## src/rtl/dlp_store_fifo.sv

```systemverilog
// Display-list store: packs BYTES-wide beats into 128-bit entries, queues DEPTH of them, decodes the head.
// Optional text/glyph destination datapath is compiled in with macro DLP_TEXT_EN.
module dlp_store_fifo #(
    parameter  int BYTES = 4,
    parameter  int DEPTH = 4,
    localparam int LVL_W = $clog2(DEPTH) + 1
) (
    input  logic               hb_clk,
    input  logic               hb_rstn,
    input  logic               dlp_rstn_mc,
    input  logic               dlp_wreg_pop,
    input  logic [BYTES*8-1:0] dlp_data,
    input  logic               text,
    input  logic               dlf,
    input  logic               ent_ready,
    input  logic               char_select,
    output logic               ent_valid,
    output logic [127:0]       ent_data,
    output logic               ent_text,
    output logic [1:0]         list_format,
    output logic [1:0]         wcount,
    output logic               wvs,
    output logic [6:0]         aad,
    output logic [6:0]         bad,
    output logic [6:0]         cad,
    output logic               dlp_full,
    output logic [LVL_W-1:0]   dlp_level,
    output logic               dlp_ovf,
    output logic [31:0]        curr_sorg,
    output logic [15:0]        dest_x,
    output logic [15:0]        dest_y
);

    localparam int BEATS = 16 / BYTES;
    localparam int BW    = BYTES * 8;
    localparam int CNT_W = (BEATS > 1) ? $clog2(BEATS) : 1;
    localparam int PTR_W = $clog2(DEPTH);
    localparam logic [CNT_W-1:0] LAST_BEAT = CNT_W'(BEATS - 1);
    localparam logic [LVL_W-1:0] FULL_LVL  = LVL_W'(DEPTH);
    localparam logic [1:0] LF_REG3 = 2'b00;
    localparam logic [1:0] LF_REG4 = 2'b01;
    localparam logic [1:0] LF_DMA  = 2'b10;
    localparam logic [1:0] LF_TEXT = 2'b11;

    logic [127:0]     r_mem [DEPTH];
    logic             r_mem_text [DEPTH];
    logic [127:0]     r_asm;
    logic [CNT_W-1:0] r_beat;
    logic             r_text_lat;
    logic [PTR_W-1:0] r_wr_ptr;
    logic [PTR_W-1:0] r_rd_ptr;
    logic [LVL_W-1:0] r_count;
    logic             r_ovf;

    logic [127:0]     w_asm_next;
    logic [127:0]     w_head;
    logic             w_full;
    logic             w_pop;
    logic             w_accept;
    logic             w_drop;
    logic             w_last;
    logic             w_push;
    logic             w_text_beat;

    assign w_full      = (r_count == FULL_LVL);
    assign ent_valid   = (r_count != '0);
    assign w_pop       = ent_valid & ent_ready;
    // A full FIFO still takes a beat when the head leaves in the same cycle.
    assign w_accept    = dlp_wreg_pop & (~w_full | w_pop);
    assign w_drop      = dlp_wreg_pop & w_full & ~w_pop;
    assign w_last      = (r_beat == LAST_BEAT);
    assign w_push      = w_accept & w_last;
    assign w_text_beat = (r_beat == '0) ? text : r_text_lat;

    genvar gi;
    generate
        for (gi = 0; gi < BEATS; gi++) begin : g_slot
            assign w_asm_next[gi*BW +: BW] = (r_beat == CNT_W'(gi)) ? dlp_data : r_asm[gi*BW +: BW];
        end
    endgenerate

    always_ff @(posedge hb_clk or negedge hb_rstn) begin
        if (!hb_rstn) begin
            for (int i = 0; i < DEPTH; i++) begin
                r_mem[i]      <= '0;
                r_mem_text[i] <= 1'b0;
            end
            r_asm      <= '0;
            r_beat     <= '0;
            r_text_lat <= 1'b0;
            r_wr_ptr   <= '0;
            r_rd_ptr   <= '0;
            r_count    <= '0;
            r_ovf      <= 1'b0;
        end else if (dlp_rstn_mc) begin
            r_beat   <= '0;
            r_wr_ptr <= '0;
            r_rd_ptr <= '0;
            r_count  <= '0;
            r_ovf    <= 1'b0;
        end else begin
            if (w_accept) begin
                r_asm  <= w_asm_next;
                r_beat <= w_last ? '0 : r_beat + CNT_W'(1);
                if (r_beat == '0) begin
                    r_text_lat <= text;
                end
            end
            if (w_drop) begin
                r_ovf <= 1'b1;
            end
            if (w_push) begin
                r_mem[r_wr_ptr]      <= w_asm_next;
                r_mem_text[r_wr_ptr] <= w_text_beat;
                r_wr_ptr             <= r_wr_ptr + PTR_W'(1);
            end
            if (w_pop) begin
                r_rd_ptr <= r_rd_ptr + PTR_W'(1);
            end
            case ({w_push, w_pop})
                2'b10:   r_count <= r_count + LVL_W'(1);
                2'b01:   r_count <= r_count - LVL_W'(1);
                default: r_count <= r_count;
            endcase
        end
    end

    assign w_head    = r_mem[r_rd_ptr];
    assign ent_data  = w_head;
    assign ent_text  = r_mem_text[r_rd_ptr];
    assign dlp_full  = w_full;
    assign dlp_level = r_count;
    assign dlp_ovf   = r_ovf;

    always_comb begin
        list_format = LF_REG3;
        if (dlf) begin
            list_format = LF_REG4;
        end else begin
            case (w_head[25:24])
                2'b00:   list_format = LF_REG3;
                2'b01:   list_format = LF_DMA;
                default: list_format = LF_TEXT;
            endcase
        end
    end

    assign wcount = w_head[27:26];
    assign wvs    = w_head[31];
    assign aad    = {w_head[28], w_head[7:2]};
    assign bad    = {w_head[29], w_head[15:10]};
    assign cad    = {w_head[30], w_head[23:18]};

`ifdef DLP_TEXT_EN
    logic [63:0] r_dest;
    logic [63:0] w_half;
    logic [31:0] w_dest_g;
    logic        w_unused_fields;

    // A header (non-glyph) entry in TEXT format carries both glyph destinations.
    always_ff @(posedge hb_clk or negedge hb_rstn) begin
        if (!hb_rstn) begin
            r_dest <= '0;
        end else if (dlp_rstn_mc) begin
            r_dest <= '0;
        end else if (w_pop && !ent_text && (list_format == LF_TEXT)) begin
            r_dest <= {w_head[127:96], w_head[63:32]};
        end
    end

    assign w_half          = char_select ? w_head[127:64] : w_head[63:0];
    assign w_dest_g        = char_select ? r_dest[63:32] : r_dest[31:0];
    assign w_unused_fields = ^w_half[47:25];
    assign curr_sorg       = {7'h0, w_half[24:0]};
    assign dest_x          = w_dest_g[31:16] + {{8{w_half[63]}}, w_half[63:56]};
    assign dest_y          = w_dest_g[15:0] - {{8{w_half[55]}}, w_half[55:48]};
`else
    logic w_unused_cs;

    assign w_unused_cs = char_select;
    assign curr_sorg   = '0;
    assign dest_x      = '0;
    assign dest_y      = '0;
`endif

endmodule

```

## config.mk

```make
export PLATFORM = sky130hd
export DESIGN_NAME = dlp_store_fifo
export DESIGN_NICKNAME = d
export VERILOG_FILES = /design/src/rtl/dlp_store_fifo.sv
export SDC_FILE = /design/constraint.sdc
export NUM_CORES = 1
export LEC_CHECK = 0
export CORE_ASPECT_RATIO = 1.2
export CORE_MARGIN = 2
export CORE_UTILIZATION = 52
export CTS_CLUSTER_DIAMETER = 50
export DETAILED_ROUTE_END_ITERATION = 7
export HOLD_SLACK_MARGIN = 0.05
export PLACE_DENSITY = 0.75
export SYNTH_ARGS = -nofsm -noshare
export SYNTH_HDL_FRONTEND = slang
export SYNTH_SLANG_ARGS = --single-unit
export TNS_END_PERCENT = 30
```

## constraint.sdc

```tcl
create_clock -name hb_clk -period 2.31 [get_ports hb_clk]
set_clock_uncertainty 0.2 [all_clocks]
set_input_delay 0.5775 -clock hb_clk [delete_from_list [all_inputs] [get_ports hb_clk]]
set_output_delay 0.5775 -clock hb_clk [all_outputs]
set_load 0.02 [all_outputs]
```

After elaboration in Yosys (flattened, before gate mapping). Index checks and enable logic that the tools add are counted.

Muxes and demuxes: 30. Add/subtract/negate cells: 5. $lt $le $gt $ge: 3. Equal/unequal tests: 7. Reductions and logical operators: 11. Bitwise gates (word level): 11.

Operators by type and width (number): bitwise mux 512 bit (1); two-way mux 128 bit (3); binary-select mux 128 bit (select 2 bit) (1); demux 128 bit (select 2 bit) (1); two-way mux 32 bit (4); two-way mux 2 bit (8); nonzero test 2 bit (4); adder 2 x 1 -> 2 bit (second input constant) (3); equality test 2 x 1 -> 1 bit (second input constant) (3); equality test 2 bit (second input constant) (3); greater-or-equal comparator 3 bit (second input constant) (2); two-way mux 1 bit (6); inverter 2 -> 3 bit (2); one-hot mux 3 bit (2 select lines) (1); nonzero test 3 bit (2); bitwise AND 1 bit (5); bitwise mux 4 bit (1); zero test 2 bit (2); one-hot mux 2 bit (2 select lines) (1); AND reduction 2 bit (2); adder 3 x 1 -> 3 bit (second input constant) (1); equality test 3 bit (second input constant) (1); < comparator 3 x 1 -> 1 bit (second input constant) (1); two-way mux 3 bit (1); 6 further kinds (8).

Word-level logic and storage cells: 82. Output and inout port bits: 225. Bits in registers: 655. Input port bits: 40.

Depth between registers and ports, before layout.
Depth after elaboration: 8. Mapped depth: 9. Depth with buffers taken out: 8.

Worst setup path before layout. OpenSTA, ideal clock, no wires.

Path kind: register to output. Start: register r_rd_ptr[0]. End: output port ent_data[10]. Data required time: 1532 ps. Data arrival time: 1880 ps. Slack: -348 ps. Cell stages (with the launch flop): 6. Path buffers: 4. Cells stage by stage: dfrtp_1 clkbuf_1 clkbuf_1 buf_2 mux4_2 buf_4.

Cells in the longest elaborated chain, start to end: 4.

Ends and longest elaborated chain: start, declared (line 51) `logic [PTR_W-1:0] r_rd_ptr;`; start signal, assigned (line 118) `r_rd_ptr <= r_rd_ptr + PTR_W'(1);`; inverter 2 -> 3 bit (implied by the code) (line 128) `assign w_head = r_mem[r_rd_ptr];`; binary-select mux 128 bit (select 2 bit) (line 128); two-way mux 128 bit (implied by the code) (2 in a row) (line 128); end, declared (line 18) `output logic [127:0] ent_data,`.

Every way passes these cells. The select of a mux whose other input is x is not followed.

Worst setup path after layout.
Start: register r_rd_ptr[0]. End: output port ent_data[92].

The elaborated chain is that of the path after synthesis.

==> summary.txt <==
Outcome
  • Run status: complete, but fails checks
  • Failing checks: negative setup slack

Place
  • Placed cell area: 30800 µm²
  • Count of buffers from port buffering: 199
  • Placement-stage worst setup slack: -0.626 ns
  • HPWL after detailed placement: 48.9 mm
  • Weighted congestion at the end of routability-driven global placement: 0.821

Floorplan
  • Total die area: 54000 µm²
  • Starting utilization of the core area: 52.7%
  • I/O pins: 265
  • Placeable core area: 51500 µm²
  • Width of the die: 213 µm
  • Die Y: 254 µm
  • Row count: 91

Job
  • Number of maximum-capacitance constraint violations: 0

STA
  • Slew Viols, Final: 0
  • Peak clock frequency supported by timing: 317 MHz
  • Worst Setup Slack, final: -0.845 ns
  • Setup repair after global routing missed its margin: true
  • # setup viols final: 158
  • Slew at the pin closest to its max-slew limit: 0.579 ns
  • Min cycle time layout: 3.15 ns
  • Slew headroom: 60.3%
  • Final TNS setup: -109.60 ns
  • Fin Hold WS: 0.239 ns
  • Count of final hold-check violations: 0
  • Crit share post-route: 137%

Logic synthesis
  • Post-synthesis average cell area: 12.0 µm²
  • Synth Register Bits: 623
  • Instance count of the mapped netlist: 2263
  • Share of the yosys chip area belonging to registers: 57.5%
  • Primary flip-flop cell chosen by synthesis mapping: sky130_fd_sc_hd__dfrtp_1
  • Post-Synthesis Cell Area: 27100 µm²
  • Total of warnings raised by yosys: 0
  • Number of enable flip-flop cells after synthesis: 0
  • Yosys cell types: 37
  • Post-synthesis async set-or-reset flop share: 100%

Route
  • Routed length on met2: 35.9 mm
  • Routed via count divided by cell count: 5.67
  • Post-detailed-route count of antenna-violating nets: 0
  • Routed len/inst: 21.9 µm
  • Topmost layer with routed signal wires: met5
  • Total wire length: 72.4 mm
  • Number of violations reported at the end of detailed-routing iteration 0: 1192
  • Detailed-router iteration count before antenna repair: 6
  • Met3 Wirelength: 4.11 mm
  • DRC Markers: 0
  • Overall via count from detail_route: 18800
  • Met1 Routed Length: 28.7 mm

Pwr
  • P per Cell Area: 865 nW/µm²
  • Leakage component of the power: 15.4 nW
  • Overall power: 28.7 mW
  • Peak supply drop: 0.617 mV

Global routing
  • Number of antenna violations at the first check in global routing: 3
  • Pin count of the biggest net entering global routing: 84
  • GR Util All Layers: 27.2%
  • Global route overflow: 0
  • Wire length of the first global-routing pass: 111 mm
  • Number of global-route vias before repair: 19200

Clock tree
  • Clock transition at the registers of the reported paths: 0.06 ns
  • Cts bufs inserted: 59
  • Maximum clock path buffer count: 3
  • Maximum level of the CTS H-tree: 2
  • Clock insertion delay at the later pin of the skew report: 0.63 ns
  • Clock net sink count: 623
  • Clock root buffer master: sky130_fd_sc_hd__clkbuf_16
  • CTS tree: built

Cells and area
  • Multi-input gate area in the final layout: 10300 µm²
  • Layout Nets: 2611
  • Register cell area after layout: 15600 µm²
  • Final Instance Area: 33200 µm²
  • Layout cell share with drive strength beyond 1: 28.5%
  • Layout-stage area growth over the synthesis result: 22.3%
  • Number of fillers in the final layout: 3797

Worst setup path
  • CP bufs+invs: 4
  • CP max stage cell: sky130_fd_sc_hd__mux4_2
  • Delay of the slowest critical-path stage: 0.61 ns
  • Worst setup path category: reg2out
  • Crit end category: output pin
  • Setup crit start kind: flip-flop
  • CP most frequent cell: sky130_fd_sc_hd__buf_12
  • Critical path data required time: 1.53 ns
  • Worst-path fanout max: 8
  • CP Data Arrival Time: 2.38 ns
  • Dominant delay contributor by cell family on the critical path: buffers and inverters
  • Cells along the critical path: buf_12 > buf_8 > buf_12 > mux4_2 > buf_6

Worst hold path
  • Hold crit path type: in2async
## state kept, by name, summed over array words and instances, names as in the netlist
| name | count |
|---|---|
| r_rd_ptr | 2 |
| r_mem | 512 |
| r_mem_text | 4 |
| r_text_lat | 1 |
| dlp_ovf | 1 |
| r_beat | 2 |
| dlp_level | 3 |
| r_asm | 96 |
| r_wr_ptr | 2 |
## path summary, 6_finish.rpt
path                              startpoint      endpoint  slack, ns  depth (start not counted)
min in group hb_clk                r_mem[57]     r_mem[57]       0.27                          2
worst max-delay path             r_rd_ptr[0]  ent_data[92]      -0.84                          5
max in group asynchronous            hb_rstn    r_mem[420]       0.88                          4
worst min register to register     r_mem[57]     r_mem[57]       0.27                          2
worst max register to register  dlp_level[2]  dlp_level[2]      -0.03                          6
worst min-delay path                 hb_rstn    r_mem[220]       0.24                          2
## power breakdown
| group | leakage (nW) | switching, mW | internal (mW) |
|---|---|---|---|
| registers | 8.28 | 0.547 | 11.9 |
| clock network | 1.01 | 4.20 | 5.93 |
| logic | 6.15 | 3.55 | 2.60 |
## per-layer routing
layer | vias to the layer above | GRT usage, %
met5 | - | 0
met4 | 2 | 13.7
met3 | 142 | 4.81
met2 | 610 | 44.3
met1 | 9663 | 35.2
li1 | 8358 | -
## layout make-up
type	instances	share of cell area (%)
Clock inverter	14	0.588
Multi-Input combinational cell	1448	31.1
Sequential cell	623	47.0
Clock buffer	95	5.59
Tap cell	697	2.63
Timing Repair Buffer	426	13.0
Antenna cell	3	0.0226
Inverter	4	0.0452
## placed cells by master (no fill, tap or decap), drive strengths merged, types with 2 or more instances in the layout
master,n
dfrtp,623
nand2,392
o21ai,389
buf,367
mux4,129
mux2,129
clkbuf,110
nor2,108
a21oi,102
mux2i,98
conb,64
clkdlybuf4s50,37
ha,8
clkinv,7
inv,6
dlymetal6s2s,5
nand4b,5
bufinv,4
diode,3
nand2b,3
nand3,3
and2,2
nor2b,2
xnor2,2
xor2,2
## per-stage QoR
step / util, % / cells
floorplan: - / 2326
global placement: 59.8 / 3164
detailed placement: 59.8 / 3164
CTS: 63.5 / 3279
global route: 64.5 / 3309
finish: 64.5 / 3310
## cells by family (layout without fill, tap and decap cells)
logic type / after synthesis / in the layout / synth area share [%]
XOR/XNOR: 4 / 4 / 0.129
AO/OA/AOI/OAI: 495 / 495 / 9.17
multiplexers: 356 / 356 / 19.7
AND/OR/NAND/NOR: 520 / 520 / 7.66
other: 1 / 67 / 0.0138
buffers and inverters: 255 / 539 / 5.46
flip-flops: 623 / 623 / 57.5
adder cells (fa/ha/maj): 9 / 9 / 0.443
## cells in the mapped netlist (2+ instances only)
cell                       number  share of area (%)
sky130_fd_sc_hd__a21oi_1      102                1.9
sky130_fd_sc_hd__and2_1         2              0.046
sky130_fd_sc_hd__buf_1         12               0.17
sky130_fd_sc_hd__buf_2         65                1.2
sky130_fd_sc_hd__buf_4         99                2.7
sky130_fd_sc_hd__buf_6          8               0.33
sky130_fd_sc_hd__clkbuf_1      66               0.91
sky130_fd_sc_hd__dfrtp_1      623                 57
sky130_fd_sc_hd__ha_1           8               0.37
sky130_fd_sc_hd__inv_1          4              0.055
sky130_fd_sc_hd__mux2_1         6               0.25
sky130_fd_sc_hd__mux2_2       123                5.1
sky130_fd_sc_hd__mux2i_1       98                3.6
sky130_fd_sc_hd__mux4_2       129                 11
sky130_fd_sc_hd__nand2_1      392                5.4
sky130_fd_sc_hd__nand2b_1       3              0.069
sky130_fd_sc_hd__nand3_1        3              0.055
sky130_fd_sc_hd__nand4b_4       4               0.35
sky130_fd_sc_hd__nor2_1       108                1.5
sky130_fd_sc_hd__nor2b_1        2              0.046
sky130_fd_sc_hd__o21ai_0      380                7.0
sky130_fd_sc_hd__o21ai_1        9               0.17
sky130_fd_sc_hd__xnor2_1        2              0.065
sky130_fd_sc_hd__xor2_1         2              0.065
## timing repair
item,4_1_cts,5_1_grt
gates resized for setup,424,302
gates cloned,1,3
hold buffers,1,0
pin swaps,1,1
endpoints found under the setup margin,172,451
setup buffers,4,25
endpoints found under the hold margin,269,0
(Power assumes the default switching activity.)
